<file path="src/rtl/arc_pkg.sv">
// -----------------------------------------------------------------------------
// arc_pkg
// Shared types for the ARC MIPS decode path immediate-generation stage.
//   imm_mode_e   : extension mode carried alongside each instruction
//   skid_state_e : occupancy of the two-entry output skid buffer
// -----------------------------------------------------------------------------
package arc_pkg;

  // Codes 5..7 are reserved; the extender flags them as illegal.
  typedef enum logic [2:0] {
    IMM_SIGN   = 3'd0,
    IMM_ZERO   = 3'd1,
    IMM_LUI    = 3'd2,
    IMM_BRANCH = 3'd3,
    IMM_JUMP   = 3'd4
  } imm_mode_e;

  // EMPTY : nothing held
  // ONE   : main register holds the presented entry
  // FULL  : main presented, skid holds the next entry in order
  typedef enum logic [1:0] {
    EMPTY = 2'd0,
    ONE   = 2'd1,
    FULL  = 2'd2
  } skid_state_e;

endpackage

</file>
<file path="src/rtl/imm_ext_stage_if.sv">
// -----------------------------------------------------------------------------
// imm_ext_stage_if
// Handshake bundle of the immediate-generation stage.
//   i_flush    : discard every buffered entry (redirect)
//   i_valid    : upstream entry valid          o_ready   : stage can accept
//   i_instr    : instruction word              i_mode    : extension mode
//   i_pc_plus4 : PC+4, supplies jump upper bits
//   o_valid    : output entry valid            i_ready   : downstream accepts
//   o_data_imm : extended immediate            o_illegal : reserved mode used
// master = the environment (decode front end plus ID/EX consumer),
// slave  = the stage itself.
// -----------------------------------------------------------------------------
interface imm_ext_stage_if #(
  parameter int DATA_W = 32
);

  logic              i_flush;
  logic              i_valid;
  logic              o_ready;
  logic [DATA_W-1:0] i_instr;
  logic [2:0]        i_mode;
  logic [DATA_W-1:0] i_pc_plus4;
  logic              o_valid;
  logic              i_ready;
  logic [DATA_W-1:0] o_data_imm;
  logic              o_illegal;

  modport master (
    output i_flush, i_valid, i_instr, i_mode, i_pc_plus4, i_ready,
    input  o_ready, o_valid, o_data_imm, o_illegal
  );

  modport slave (
    input  i_flush, i_valid, i_instr, i_mode, i_pc_plus4, i_ready,
    output o_ready, o_valid, o_data_imm, o_illegal
  );

endinterface

</file>
<file path="src/rtl/imm_ext_core.sv">
// -----------------------------------------------------------------------------
// imm_ext_core
// Purely combinational immediate extender.
//   instr    in  DATA_W : instruction word (imm = instr[IMM_W-1:0],
//                         jump target = instr[JMP_W-1:0])
//   mode     in  3      : extension mode (arc_pkg::imm_mode_e, 5..7 reserved)
//   pc_plus4 in  DATA_W : PC+4, upper bits form the jump region
//   imm      out DATA_W : extended immediate (0 for reserved modes)
//   illegal  out 1      : reserved mode used
// -----------------------------------------------------------------------------
module imm_ext_core
  import arc_pkg::*;
#(
  parameter int DATA_W = 32,
  parameter int IMM_W  = 16,
  parameter int JMP_W  = 26
) (
  input  logic [DATA_W-1:0] instr,
  input  logic [2:0]        mode,
  input  logic [DATA_W-1:0] pc_plus4,
  output logic [DATA_W-1:0] imm,
  output logic              illegal
);

  // Both shifted forms need two spare bits above their source field.
  if (DATA_W < IMM_W + 2) begin : g_chk_imm
    $error("imm_ext_core: DATA_W must be >= IMM_W+2");
  end
  if (DATA_W < JMP_W + 2) begin : g_chk_jmp
    $error("imm_ext_core: DATA_W must be >= JMP_W+2");
  end

  logic        [IMM_W-1:0]  imm_fld;
  logic signed [DATA_W-1:0] sext;
  logic        [DATA_W-1:0] zext;
  logic        [DATA_W-1:0] lui;
  logic signed [DATA_W-1:0] branch;
  logic        [DATA_W-1:0] jump;

  assign imm_fld = instr[IMM_W-1:0];
  assign sext    = {{(DATA_W-IMM_W){imm_fld[IMM_W-1]}}, imm_fld};
  assign zext    = {{(DATA_W-IMM_W){1'b0}}, imm_fld};
  assign lui     = {imm_fld, {(DATA_W-IMM_W){1'b0}}};
  // Word offset: the two bits pushed off the top are simply lost.
  assign branch  = {sext[DATA_W-3:0], 2'b00};
  // Jump stays inside the region selected by the upper bits of PC+4.
  assign jump    = {pc_plus4[DATA_W-1:JMP_W+2], instr[JMP_W-1:0], 2'b00};

  always_comb begin
    imm     = '0;
    illegal = 1'b0;
    case (imm_mode_e'(mode))
      IMM_SIGN:   imm = sext;
      IMM_ZERO:   imm = zext;
      IMM_LUI:    imm = lui;
      IMM_BRANCH: imm = branch;
      IMM_JUMP:   imm = jump;
      default:    illegal = 1'b1;
    endcase
  end

  // Opcode/rs bits above the jump field and the low PC bits are not needed.
  logic unused_bits;
  assign unused_bits = ^{instr[DATA_W-1:JMP_W], pc_plus4[JMP_W+1:0]};

endmodule

</file>
<file path="src/rtl/imm_ext_stage.sv">
// -----------------------------------------------------------------------------
// imm_ext_stage
// Registered immediate-generation stage between the instruction register and
// the ID/EX boundary. Extends on accept and holds results in a two-entry
// skid buffer (main register drives the outputs, skid register holds the
// next entry) so that decode stalls never drop or duplicate an immediate.
//   clock   in : system clock, rising edge
//   reset_n in : asynchronous active-low reset
//   bus        : imm_ext_stage_if.slave (handshake, instruction, result)
// Latency is one cycle; o_ready depends only on registered state.
// -----------------------------------------------------------------------------
module imm_ext_stage
  import arc_pkg::*;
#(
  parameter int DATA_W = 32,
  parameter int IMM_W  = 16,
  parameter int JMP_W  = 26
) (
  input  logic            clock,
  input  logic            reset_n,
  imm_ext_stage_if.slave  bus
);

  logic [DATA_W-1:0] ext_imm_p0;
  logic              ext_ill_p0;

  skid_state_e       state_p1;
  skid_state_e       state_nxt;
  logic [DATA_W-1:0] main_imm_p1;
  logic              main_ill_p1;
  logic [DATA_W-1:0] skid_imm_p1;
  logic              skid_ill_p1;

  logic vld_p1;
  logic rdy_p1;
  logic in_fire;
  logic out_fire;
  logic load_main_in;
  logic load_main_skid;
  logic load_skid;

  // ---- stage p0: combinational extension of the offered entry ----
  imm_ext_core #(
    .DATA_W (DATA_W),
    .IMM_W  (IMM_W),
    .JMP_W  (JMP_W)
  ) u_core (
    .instr    (bus.i_instr),
    .mode     (bus.i_mode),
    .pc_plus4 (bus.i_pc_plus4),
    .imm      (ext_imm_p0),
    .illegal  (ext_ill_p0)
  );

  // Both flags are decodes of the state register only.
  assign vld_p1   = (state_p1 != EMPTY);
  assign rdy_p1   = (state_p1 != FULL);
  assign in_fire  = bus.i_valid && rdy_p1;
  assign out_fire = vld_p1 && bus.i_ready;

  always_comb begin
    state_nxt      = state_p1;
    load_main_in   = 1'b0;
    load_main_skid = 1'b0;
    load_skid      = 1'b0;
    case (state_p1)
      EMPTY: begin
        if (in_fire) begin
          state_nxt    = ONE;
          load_main_in = 1'b1;
        end
      end
      ONE: begin
        if (in_fire && out_fire) begin
          load_main_in = 1'b1;
        end else if (in_fire) begin
          state_nxt = FULL;
          load_skid = 1'b1;
        end else if (out_fire) begin
          state_nxt = EMPTY;
        end
      end
      FULL: begin
        if (out_fire) begin
          state_nxt      = ONE;
          load_main_skid = 1'b1;
        end
      end
      default: state_nxt = EMPTY;
    endcase
    // A pop in the flush cycle still happened downstream; only what is
    // held afterwards is discarded, and no data register needs to move.
    if (bus.i_flush) begin
      state_nxt      = EMPTY;
      load_main_in   = 1'b0;
      load_main_skid = 1'b0;
      load_skid      = 1'b0;
    end
  end

  // ---- stage p1: main/skid registers ----
  always_ff @(posedge clock or negedge reset_n) begin
    if (!reset_n) begin
      state_p1    <= EMPTY;
      main_imm_p1 <= '0;
      main_ill_p1 <= 1'b0;
      skid_imm_p1 <= '0;
      skid_ill_p1 <= 1'b0;
    end else begin
      state_p1 <= state_nxt;
      if (load_main_in) begin
        main_imm_p1 <= ext_imm_p0;
        main_ill_p1 <= ext_ill_p0;
      end else if (load_main_skid) begin
        main_imm_p1 <= skid_imm_p1;
        main_ill_p1 <= skid_ill_p1;
      end
      if (load_skid) begin
        skid_imm_p1 <= ext_imm_p0;
        skid_ill_p1 <= ext_ill_p0;
      end
    end
  end

  assign bus.o_ready    = rdy_p1;
  assign bus.o_valid    = vld_p1;
  assign bus.o_data_imm = main_imm_p1;
  assign bus.o_illegal  = main_ill_p1;

endmodule

</file>
<file path="src/flat_wrapper.sv">
// flat-port wrapper written by rule: the top's interface ports become plain ports
module imm_ext_stage_flat import arc_pkg::*;
#(
  parameter int DATA_W = 32,
  parameter int IMM_W  = 16,
  parameter int JMP_W  = 26
)
  (clock, reset_n, bus_i_flush, bus_i_valid, bus_i_instr, bus_i_mode, bus_i_pc_plus4, bus_i_ready, bus_o_ready, bus_o_valid, bus_o_data_imm, bus_o_illegal);
  imm_ext_stage_if #(.DATA_W(DATA_W)) bus_i ();
  input  logic clock;
  input  logic reset_n;
  input wire logic [$bits(bus_i.i_flush)-1:0] bus_i_flush;
  input wire logic [$bits(bus_i.i_valid)-1:0] bus_i_valid;
  input wire logic [$bits(bus_i.i_instr)-1:0] bus_i_instr;
  input wire logic [$bits(bus_i.i_mode)-1:0] bus_i_mode;
  input wire logic [$bits(bus_i.i_pc_plus4)-1:0] bus_i_pc_plus4;
  input wire logic [$bits(bus_i.i_ready)-1:0] bus_i_ready;
  output wire logic [$bits(bus_i.o_ready)-1:0] bus_o_ready;
  output wire logic [$bits(bus_i.o_valid)-1:0] bus_o_valid;
  output wire logic [$bits(bus_i.o_data_imm)-1:0] bus_o_data_imm;
  output wire logic [$bits(bus_i.o_illegal)-1:0] bus_o_illegal;
  assign bus_i.i_flush = bus_i_flush;
  assign bus_i.i_valid = bus_i_valid;
  assign bus_i.i_instr = bus_i_instr;
  assign bus_i.i_mode = bus_i_mode;
  assign bus_i.i_pc_plus4 = bus_i_pc_plus4;
  assign bus_i.i_ready = bus_i_ready;
  assign bus_o_ready = bus_i.o_ready;
  assign bus_o_valid = bus_i.o_valid;
  assign bus_o_data_imm = bus_i.o_data_imm;
  assign bus_o_illegal = bus_i.o_illegal;
  imm_ext_stage #(.DATA_W(DATA_W), .IMM_W(IMM_W), .JMP_W(JMP_W)) u_core (.clock(clock), .reset_n(reset_n), .bus(bus_i));
endmodule
</file>
<file path="config.mk">
export PLATFORM = sky130hd
export DESIGN_NAME = imm_ext_stage_flat
export DESIGN_NICKNAME = d
export VERILOG_FILES = /design/src/rtl/arc_pkg.sv /design/src/rtl/imm_ext_stage_if.sv /design/src/rtl/imm_ext_core.sv /design/src/rtl/imm_ext_stage.sv /design/src/flat_wrapper.sv
export SDC_FILE = /design/constraint.sdc
export NUM_CORES = 1
export LEC_CHECK = 0
export CAP_MARGIN = 25
export CELL_PAD_IN_SITES_DETAIL_PLACEMENT = 0
export CELL_PAD_IN_SITES_GLOBAL_PLACEMENT = 1
export CORE_MARGIN = 8
export CORE_UTILIZATION = 30
export DETAILED_ROUTE_END_ITERATION = 12
export DONT_BUFFER_PORTS = 1
export GPL_ROUTABILITY_DRIVEN = 0
export GPL_TIMING_DRIVEN = 0
export PLACE_DENSITY = 0.65
export REMOVE_ABC_BUFFERS = 1
export SLEW_MARGIN = 20
export SYNTH_ARGS = -nofsm -noshare
export SYNTH_HDL_FRONTEND = slang
export SYNTH_SLANG_ARGS = --single-unit
</file>
<file path="constraint.sdc">
create_clock -name clock -period 3.61 [get_ports clock]
set_input_delay 1.083 -clock clock [delete_from_list [all_inputs] [get_ports clock]]
set_output_delay 1.083 -clock clock [all_outputs]
set_load 0.005 [all_outputs]
</file>
==> qor.txt, run 1 <==
Number of global-route vias before repair: 2866
Crit path cell chain: or3b_2 > or2_2 > mux2_4
Crit-path leading delay family: simple AND/OR/NAND/NOR gates
Area grow syn2layout: 10.52%
First-pass GRT wire length: 17.35 mm
Register area: 1702 um2
Drt first pass iters: 7
Endpoints failing setup: 0
Clock skew: 0.004817 ns
Commonest non-fill, non-tap cell in the layout: dfrtp_1
Max cap viols: 0
WS Path Type: in -> reg
Synth warnings: 0
Tmin final: 2.781 ns
Slew HR: 0.4411
R2r endpoint: u_core.skid_imm_p1[31]$_DFFE_PN0P_
Share of the core filled with cells: 0.3359
Max Root-Sink Buffers: 2
Worst Path Required: 3.83 ns
CP Launch Type: input port
I/O pin count: 107
Max H-tree Level: 3
Drt total wl: 10.87 mm
CTS tree: built
Largest net degree at the start of global routing: 69
CTS Root Cell: clkbuf_16
Hold WC Path Type: in -> async
Share of cells above drive strength 1: 0.1042
TNS Setup: 0 ns
Clk_lat worst skew: 0.33 ns
Synthesized instance count: 351
Die ar.: 15780 um2
CTS Hold Bufs: 0
Synthesized area per cell: 10.27 um2
Starting density of the core: 0.3039
Post-CTS sizing: 0
Via density per instance: 5.778
Total number of vias: 2791
Yosys top cell area share: 0.4721
Crit path DAT: 3.00 ns
PortBufs: 0
Fmax: 359.6 MHz
CTS Sinks: 68
Post-synthesis register bit count: 68
Nature of the critical path endpoint: flop
CTS Buf Count: 9
ANT cells: 0
WL per Instance: 22.50 um
Internal: 1.571 mW
Flop pwr share: 0.468
Final hold vios: 0
Layout fillers: 1191
DP HPWL: 7.060 mm
Status: completed
CP max FO: 37
CP peak stage delay: 0.77 ns
Residual DRC count: 0
RR Startpoint: u_core.state_p1[1]$_DFFE_PN0P_
Switching share of power: 0.2578
Final ANT Viol Nets: 0
Post-CTS setup repair buffer count: 0
RSZ-0062 raised after global routing: no
Area taken by multi-input logic gates: 1654 um2
Switch Pwr: 0.5457 mW
Fin. max-slew vios: 0
LEAKAGE: 1.677 nW
Slowest CP cell: or3b_2
Top post-synthesis cells by area: dfrtp_1, a221oi_1, o221ai_1
Clk slew on worst S/H paths: 0.05 ns
Die W: 125.6 um
Post-synth top area cell: dfrtp_1
Cell variety after synth: 34
Comb power frac: 0.121
Initial DRC count: 275
Gr ovfl total: 0
VDD IR max: 0.0001773 V
Nets: 404
CP Buf/Inv Count: 0
Num rows: 40
Sequential share of the synthesized area: 0.4721
PD cells: 531.4 nW/um2
Cell area after synthesis: 3605 um2
Initial antenna violation count: 0
Core area: 11860 um2
Clock share of power: 0.410
Least-Margin Pin Slew: 0.8336 ns
GRT Overall Usage: 0.1413
Die H: 125.6 um
Fin crit share: 0.7703
FF-to-FF setup slack: 1.05 ns
Most frequent cells in the layout: dfrtp_1, o21ai_0, o21ai_1
Worst R2R Path Depth: 3
[Yosys cell counts]
library cell	instances
and3b_1	1
buf_6	7
o21ai_1	32
buf_2	6
nor3_1	1
nand2b_1	4
a221oi_1	26
nor4bb_1	17
mux2_4	1
or2_2	1
buf_1	1
nor2_1	4
nor3b_1	3
nand4bb_1	1
clkbuf_1	22
o211a_1	1
or2_1	1
and4b_1	2
o21ai_2	1
a221o_1	1
a21oi_1	2
nor2b_1	2
or3b_1	2
mux2i_1	19
mux2_1	6
inv_1	23
nand2_1	26
o21ba_1	1
o21ai_0	33
o221ai_1	23
mux2_2	8
dfrtp_1	68
a211oi_1	3
nand3b_1	2
[per-stage QoR]
stage	hold slack (ns)	instances	cell area (um2)	power (mW)	setup slack, ns
floorplan	0.4495	315	3410	1.171	0.3329
global placement	0.4563	462	3593	1.245	-1.719
detailed placement	0.4661	466	3684	1.264	0.4787
CTS	0.4338	481	3969	2.139	0.8203
global route	0.4215	483	3984	2.236	0.7685
finish	0.4424	483	3984	2.117	0.8291
[state kept, by name, indices dropped and copies added, names as in the netlist]
signal	cells
u_core.skid_ill_p1	1
u_core.state_p1	2
u_core.bus.o_illegal	1
u_core.bus.o_data_imm	32
u_core.skid_imm_p1	32
[kinds of logic after synthesis]
group           after synthesis  synth area share
simple gates                 67            0.1201
buf+inv                      59           0.07810
compound gates              123            0.2291
mux                          34            0.1007
flops                        68            0.4721
[power by group through the flow]
stage	Sequential [mW]	Clock, mW	Combinational [mW]
global placement	1.00	0	0.242
floorplan	0.970	0	0.201
detailed placement	1.01	0	0.255
global route	1.01	0.924	0.297
CTS	0.996	0.886	0.258
finish	0.991	0.869	0.257
[routing by layer]
metal  track usage  part of all wire  vias up  wire length [um]
li1              -                 -     1280                 -
met1        0.1710              0.43     1422              4620
met2        0.2146              0.45       79              4931
met3       0.07257              0.11       10              1176
met4       0.04155             0.013        0               138
met5             0                 0        -                 0
[worst max path at each step]
stage | from | end | slack (ns) | depth (start not counted)
after CTS | bus_i_flush | u_core.skid_imm_p1[31]$_DFFE_PN0P_ | 0.82 | 3
final | bus_i_flush | u_core.skid_imm_p1[31]$_DFFE_PN0P_ | 0.83 | 3
after global placement | bus_i_flush | u_core.bus.o_data_imm[31]$_DFFE_PN0P_ | -1.72 | 2
after floorplan | bus_i_flush | u_core.bus.o_data_imm[31]$_DFFE_PN0P_ | 0.33 | 2
after global routing | bus_i_flush | u_core.skid_imm_p1[31]$_DFFE_PN0P_ | 0.77 | 3
after detailed placement | bus_i_flush | u_core.skid_imm_p1[31]$_DFFE_PN0P_ | 0.48 | 3
[final cells by class]
| class | instances | share of cell area |
|---|---|---|
| Clock buffer | 13 | 0.06281 |
| Timing Repair Buffer | 6 | 0.01822 |
| Inverter | 23 | 0.02167 |
| Clock inverter | 2 | 0.008794 |
| Sequential cell | 68 | 0.4271 |
| Tap cell | 147 | 0.04617 |
| Multi-Input combinational cell | 224 | 0.4152 |
Note: power is estimated with default switching activity, not from simulation.
==> inputs of run 2 (changes only) <==
--- a/config.mk
+++ b/config.mk
@@ -14,7 +14,7 @@
 export DONT_BUFFER_PORTS = 1
 export GPL_ROUTABILITY_DRIVEN = 0
 export GPL_TIMING_DRIVEN = 0
-export PLACE_DENSITY = 0.65
+export PLACE_DENSITY = 0.67
 export REMOVE_ABC_BUFFERS = 1
 export SLEW_MARGIN = 20
 export SYNTH_ARGS = -nofsm -noshare
==> constraint.sdc (replaced) <==
create_clock -name clock -period 2.5 [get_ports clock]
set_input_delay 0.75 -clock clock [delete_from_list [all_inputs] [get_ports clock]]
set_output_delay 0.75 -clock clock [all_outputs]
set_load 0.005 [all_outputs]
==> run 2 against run 1 <==
Routed wire length grew 1.5%. Sequential power grew 44%. Via count shrank 0.14%. Die area is the same. Combinational power grew 44%. Global-route usage is essentially flat. Largest cell class unchanged. Cell count shrank 0.21%. First-iteration DRC count shrank 41%. Sequential share of layout area shrank 0.23 points. Critical endpoint is now u_core.bus.o_data_imm[24]$_DFFE_PN0P_. Power grew 47%. Critical path depth grew 1. Largest power group unchanged. Flip-flop and latch count is the same.
==> qor.txt, run 2 (synthesis results as in run 1) <==
RSZ-0062 raised after global routing: no
GRT Overall Usage: 0.1412 (about the same)
Post-place instance area: 3672 um2 (-0.31%)
ANT cells: 0 (unchanged)
CTS Sinks: 68 (unchanged)
Area grow syn2layout: 11.11%
Tot Pwr: 3.104 mW (+47%)
Number of global-route vias before repair: 2820 (-1.6%)
Status: completed
Commonest non-fill, non-tap cell in the layout: dfrtp_1
CTS Buf Count: 9 (unchanged)
CTS tree: built
Fin. max-slew vios: 0 (unchanged)
Fin crit share: 0.8557
CP max FO: 38 (+2.7%)
Post-Place Worst Slack: -0.2985 ns (-0.7771 ns)
LEAKAGE: 1.681 nW (+0.24%)
Clock skew: 0.003871 ns (-0.0009457 ns)
Nature of the critical path endpoint: flop
CTS Hold Bufs: 0 (unchanged)
Hold Slack: 0.1178 ns (-0.3246 ns)
Gr ovfl total: 0 (unchanged)
Tmin final: 2.139 ns
Post-placement cell count: 466 (unchanged)
Fmax: 467.4 MHz
VDD IR max: 0.0003175 V (+79%)
Final Non-Filler Cells: 482 (-0.21%)
CTS Root Cell: clkbuf_16
Worst setup margin: 0.3607 ns (-0.4684 ns)
Share of cells above drive strength 1: 0.1104 (+0.006281)
Die ar.: 15780 um2 (unchanged)
Final ANT Viol Nets: 0 (unchanged)
Num rows: 40 (unchanged)
Max H-tree Level: 3 (unchanged)
Hold WC Path Type: in -> async
WL per Instance: 22.87 um (+1.7%)
Max Root-Sink Buffers: 2 (unchanged)
Post-CTS setup repair buffer count: 0 (unchanged)
Drt first pass iters: 4 (-3)
Largest net degree at the start of global routing: 69 (unchanged)
I/O pin count: 107 (unchanged)
Worst Path Required: 2.74 ns (-1.09 ns)
Starting density of the core: 0.3039 (unchanged)
Core area: 11860 um2 (unchanged)
Clk_lat worst skew: 0.33 ns (about the same)
DP HPWL: 6.981 mm (-1.1%)
Initial DRC count: 161 (-41%)
Residual DRC count: 0 (unchanged)
PD cells: 775.1 nW/um2 (+46%)
Nets: 403 (-0.25%)
PortBufs: 0 (unchanged)
Layout fillers: 1169 (-1.8%)
Slew HR: 0.3331 (-0.1081)
Endpoints failing setup: 0 (unchanged)
Total number of vias: 2787 (-0.14%)
Initial antenna violation count: 0 (unchanged)
Die H: 125.6 um (unchanged)
Clk slew on worst S/H paths: 0.05 ns (about the same)
WS Path Type: reg -> reg
Via density per instance: 5.782 (about the same)
Least-Margin Pin Slew: 0.9967 ns (+0.1632 ns)
Max cap viols: 0 (unchanged)
Drt total wl: 11.03 mm (+1.5%)
CP Launch Type: flop
Final hold vios: 0 (unchanged)
Crit path DAT: 2.38 ns (-0.62 ns)
Die W: 125.6 um (unchanged)
Final Cell Area: 4005 um2 (+0.53%)
Most frequent cells in the layout: dfrtp_1, o21ai_0, o21ai_1
First-pass GRT wire length: 17.49 mm (+0.84%)
-- run 2: cell types whose count changed in the layout (fill, tap and decap cells not counted), sizes merged --
cell	previous run	this run
o21ai	66	67
buf	6	4
clkinv	1	0
clkbuf	13	14
-- run 2: per-layer routing --
metal | GRT usage | wire length [um] | up-vias
met2 | 0.2149 | 5215 | 75
li1 | - | - | 1285
met3 | 0.06793 | 1107 | 5
met4 | 0.04011 | 82 | 0
met5 | 0 | 0 | -
met1 | 0.1738 | 4619 | 1422
-- run 2: final cells by class --
cell class	count	area, um2	share of cell area
Sequential cell	68	1702	0.4249
Multi-Input combinational cell	225	1683	0.4202
Clock buffer	14	274.0	0.06842
Tap cell	147	183.9	0.04592
Inverter	23	86.33	0.02156
Timing Repair Buffer	4	46.29	0.01156
Clock inverter	1	30.03	0.007498
-- run 2: final timing paths --
path	cells past startpoint	start	endpoint	slack, ns
max	4	u_core.state_p1[1]$_DFFE_PN0P_	u_core.bus.o_data_imm[24]$_DFFE_PN0P_	0.36
min	0	reset_n	u_core.bus.o_data_imm[15]$_DFFE_PN0P_	0.12
max reg2reg	4	u_core.state_p1[1]$_DFFE_PN0P_	u_core.bus.o_data_imm[24]$_DFFE_PN0P_	0.36
min reg2reg	2	u_core.skid_imm_p1[13]$_DFFE_PN0P_	u_core.bus.o_data_imm[13]$_DFFE_PN0P_	0.47
max in group asynchronous	0	reset_n	u_core.skid_imm_p1[9]$_DFFE_PN0P_	2.22
min in group clock	2	u_core.skid_imm_p1[13]$_DFFE_PN0P_	u_core.bus.o_data_imm[13]$_DFFE_PN0P_	0.47
-- run 2: worst max-delay path: stages, from the launching register on --
cell and delay [ns]:
dfrtp_1 0.47, or3b_4 0.65, nand2b_2 0.42, buf_12 0.27, o221ai_1 0.21
-- run 2: stage by stage --
stage               utilization  TNS (ns)
finish                   0.3377         0
global route             0.3377         0
CTS                      0.3362         0
detailed placement       0.3096    -9.200
global placement         0.3030    -91.03
floorplan                     -    -8.502
-- run 2: report_power, final --
| group | total, mW | internal, mW | switching (mW) |
|---|---|---|---|
| combinational | 0.371 | 0.179 | 0.192 |
| sequential | 1.43 | 1.30 | 0.133 |
| clock | 1.30 | 0.849 | 0.456 |
-- run 2: timing repair --
action	CTS	global route
endpoints found under the setup margin	5	17
gates resized for setup	1	3
gates cloned	1	0
pin swaps	1	0
==> inputs of run 3 (changes only) <==
--- a/config.mk
+++ b/config.mk
@@ -14,7 +14,7 @@
 export DONT_BUFFER_PORTS = 1
 export GPL_ROUTABILITY_DRIVEN = 0
 export GPL_TIMING_DRIVEN = 0
-export PLACE_DENSITY = 0.67
+export PLACE_DENSITY = 0.53
 export REMOVE_ABC_BUFFERS = 1
 export SLEW_MARGIN = 20
 export SYNTH_ARGS = -nofsm -noshare
==> run 3 against run 2 <==
Design area shrank 0.28%. Core utilization is 0.095 points lower. Flip-flop and latch count did not move. Largest cell class unchanged. Critical path depth unchanged. Non-clock buffer count grew 1. Worst hold slack lost 0.0095 ns. Routed wire length increased by 6.1%.
==> qor.txt, run 3 (synthesis results as in run 1) <==
Flop pwr share: 0.469 (+0.009)
Final Cell Area: 3994 um2 (-0.28%)
Tot Pwr: 3.043 mW (-2.0%)
CTS Sinks: 68 (unchanged)
Cell count along the critical path: 4 (unchanged)
Nets: 404 (+0.25%)
Area grow syn2layout: 10.79%
Endpoints failing setup: 0 (unchanged)
Via density per instance: 5.824 (+0.72%)
Total number of vias: 2813 (+0.93%)
CP max FO: 38 (unchanged)
Largest net degree at the start of global routing: 69 (unchanged)
WL per Instance: 24.22 um (+5.9%)
DP HPWL: 7.033 mm (+0.73%)
Crit-path leading delay family: simple AND/OR/NAND/NOR gates
PD cells: 762.0 nW/um2 (-1.7%)
Internal: 2.250 mW (-3.2%)
Final ANT Viol Nets: 0 (unchanged)
Worst setup endpoint: u_core.bus.o_data_imm[18]$_DFFE_PN0P_
Least-Margin Pin Slew: 0.7583 ns (-0.2384 ns)
Switch Pwr: 0.7936 mW (+1.7%)
Drt total wl: 11.70 mm (+6.1%)
Initial antenna violation count: 0 (unchanged)
GRT Overall Usage: 0.1515 (+0.01028)
R2r endpoint: u_core.bus.o_data_imm[18]$_DFFE_PN0P_
Die W: 125.6 um (unchanged)
Max cap viols: 0 (unchanged)
CTS tree: built
Comb power frac: 0.124 (+0.004)
Gr ovfl total: 0 (unchanged)
Post-place instance area: 3676 um2 (+0.10%)
First-pass GRT wire length: 18.49 mm (+5.7%)
Slowest CP cell: or3b_4
Setup crit start: u_core.state_p1[1]$_DFFE_PN0P_
RSZ-0062 raised after global routing: no
Clk_lat worst skew: 0.34 ns (about the same)
CP Launch Type: flop
PortBufs: 0 (unchanged)
Fmax: 447.9 MHz (-4.2%)
Most frequent cells in the layout: dfrtp_1, o21ai_0, o21ai_1
Max H-tree Level: 3 (unchanged)
VDD IR max: 0.0003334 V (+5.0%)
Number of global-route vias before repair: 2913 (+3.3%)
Worst Path Required: 2.75 ns (about the same)
Switching share of power: 0.2608 (+0.009384)
Commonest non-fill, non-tap cell in the layout: dfrtp_1
FF-to-FF setup slack: 0.27 ns (-0.09 ns)
Clk slew on worst S/H paths: 0.06 ns (about the same)
Clock skew: 0.006211 ns (+0.002340 ns)
Clock share of power: 0.407 (-0.013)
Die H: 125.6 um (unchanged)
LEAKAGE: 1.684 nW (+0.13%)
Starting density of the core: 0.3039 (unchanged)
Drt first pass iters: 4 (unchanged)
Initial DRC count: 126 (-22%)
Nature of the critical path endpoint: flop
CTS Root Cell: clkbuf_16
Max Root-Sink Buffers: 2 (unchanged)
Fin crit share: 0.8930 (+0.03727)
Share of cells above drive strength 1: 0.1161 (+0.005624)
Core area: 11860 um2 (unchanged)
Fin. max-slew vios: 0 (unchanged)
Worst R2R Path Depth: 4 (unchanged)
RR Startpoint: u_core.state_p1[1]$_DFFE_PN0P_
CP peak stage delay: 0.66 ns (about the same)
Final hold vios: 0 (unchanged)
I/O pin count: 107 (unchanged)
Num rows: 40 (unchanged)
Post-CTS setup repair buffer count: 0 (unchanged)
CP Buf/Inv Count: 1 (unchanged)
Status: completed
Hold Slack: 0.1083 ns (-0.009478 ns)
Crit path cell chain: or3b_4 > nand2b_2 > buf_16 > o221ai_1
Slew HR: 0.4944 (+0.1614)
Die ar.: 15780 um2 (unchanged)
ANT cells: 0 (unchanged)
Hold WC Path Type: in -> async
CTS Buf Count: 9 (unchanged)
CTS Hold Bufs: 0 (unchanged)
Residual DRC count: 0 (unchanged)
Tmin final: 2.233 ns (+0.09317 ns)
Crit path DAT: 2.48 ns (+0.10 ns)
Post-CTS sizing: 3 (+2)
WS Path Type: reg -> reg
[run 3: worst reg2reg max path: stages, from the launching register on]
cell	delay, ns
dfrtp_1	0.47
or3b_4	0.66
nand2b_2	0.51
buf_16	0.31
o221ai_1	0.21
[run 3: metrics by stage]
stage	TNS [ns]	utilization	std cells	setup WS [ns]
after floorplan	-8.502	-	315	-0.4441
after global placement	-93.49	0.3030	462	-2.386
after detailed placement	-11.33	0.3099	466	-0.3119
after CTS	0	0.3359	482	0.2380
after global routing	0	0.3367	483	0.1219
final	0	0.3367	483	0.2675
[run 3: power groups by stage]
stage               sequential [mW]  clock, mW  combinational, mW
floorplan                      1.40          0              0.290
global placement               1.45          0              0.353
detailed placement             1.45          0              0.371
CTS                            1.44       1.27              0.379
global route                   1.46       1.32              0.427
finish                         1.43       1.24              0.376
[run 3: per-layer routing]
metal  routed length, um  vias up  GRT usage
met5                   0        -          0
met4                  80        0    0.03438
met3                1072        8    0.07215
met2                5182       82     0.2222
met1                5362     1436     0.1967
li1                    -     1287          -
[run 3: worst min path at each step]
stage | to | slack [ns]
floorplan | u_core.bus.o_data_imm[0]$_DFFE_PN0P_ | 0.45
global placement | u_core.state_p1[1]$_DFFE_PN0P_ | 0.46
detailed placement | u_core.state_p1[1]$_DFFE_PN0P_ | 0.46
CTS | u_core.bus.o_data_imm[17]$_DFFE_PN0P_ | 0.1
global route | u_core.bus.o_data_imm[7]$_DFFE_PN0P_ | 0.09
finish | u_core.bus.o_data_imm[2]$_DFFE_PN0P_ | 0.11
[run 3: layout make-up]
type                            count  area, um2
Fill cell                        1212       7868
Sequential cell                    68       1702
Multi-Input combinational cell    225       1675
Clock buffer                       14      284.0
Tap cell                          147      183.9
Inverter                           23      86.33
Timing Repair Buffer                5      57.56
Clock inverter                      1      5.005
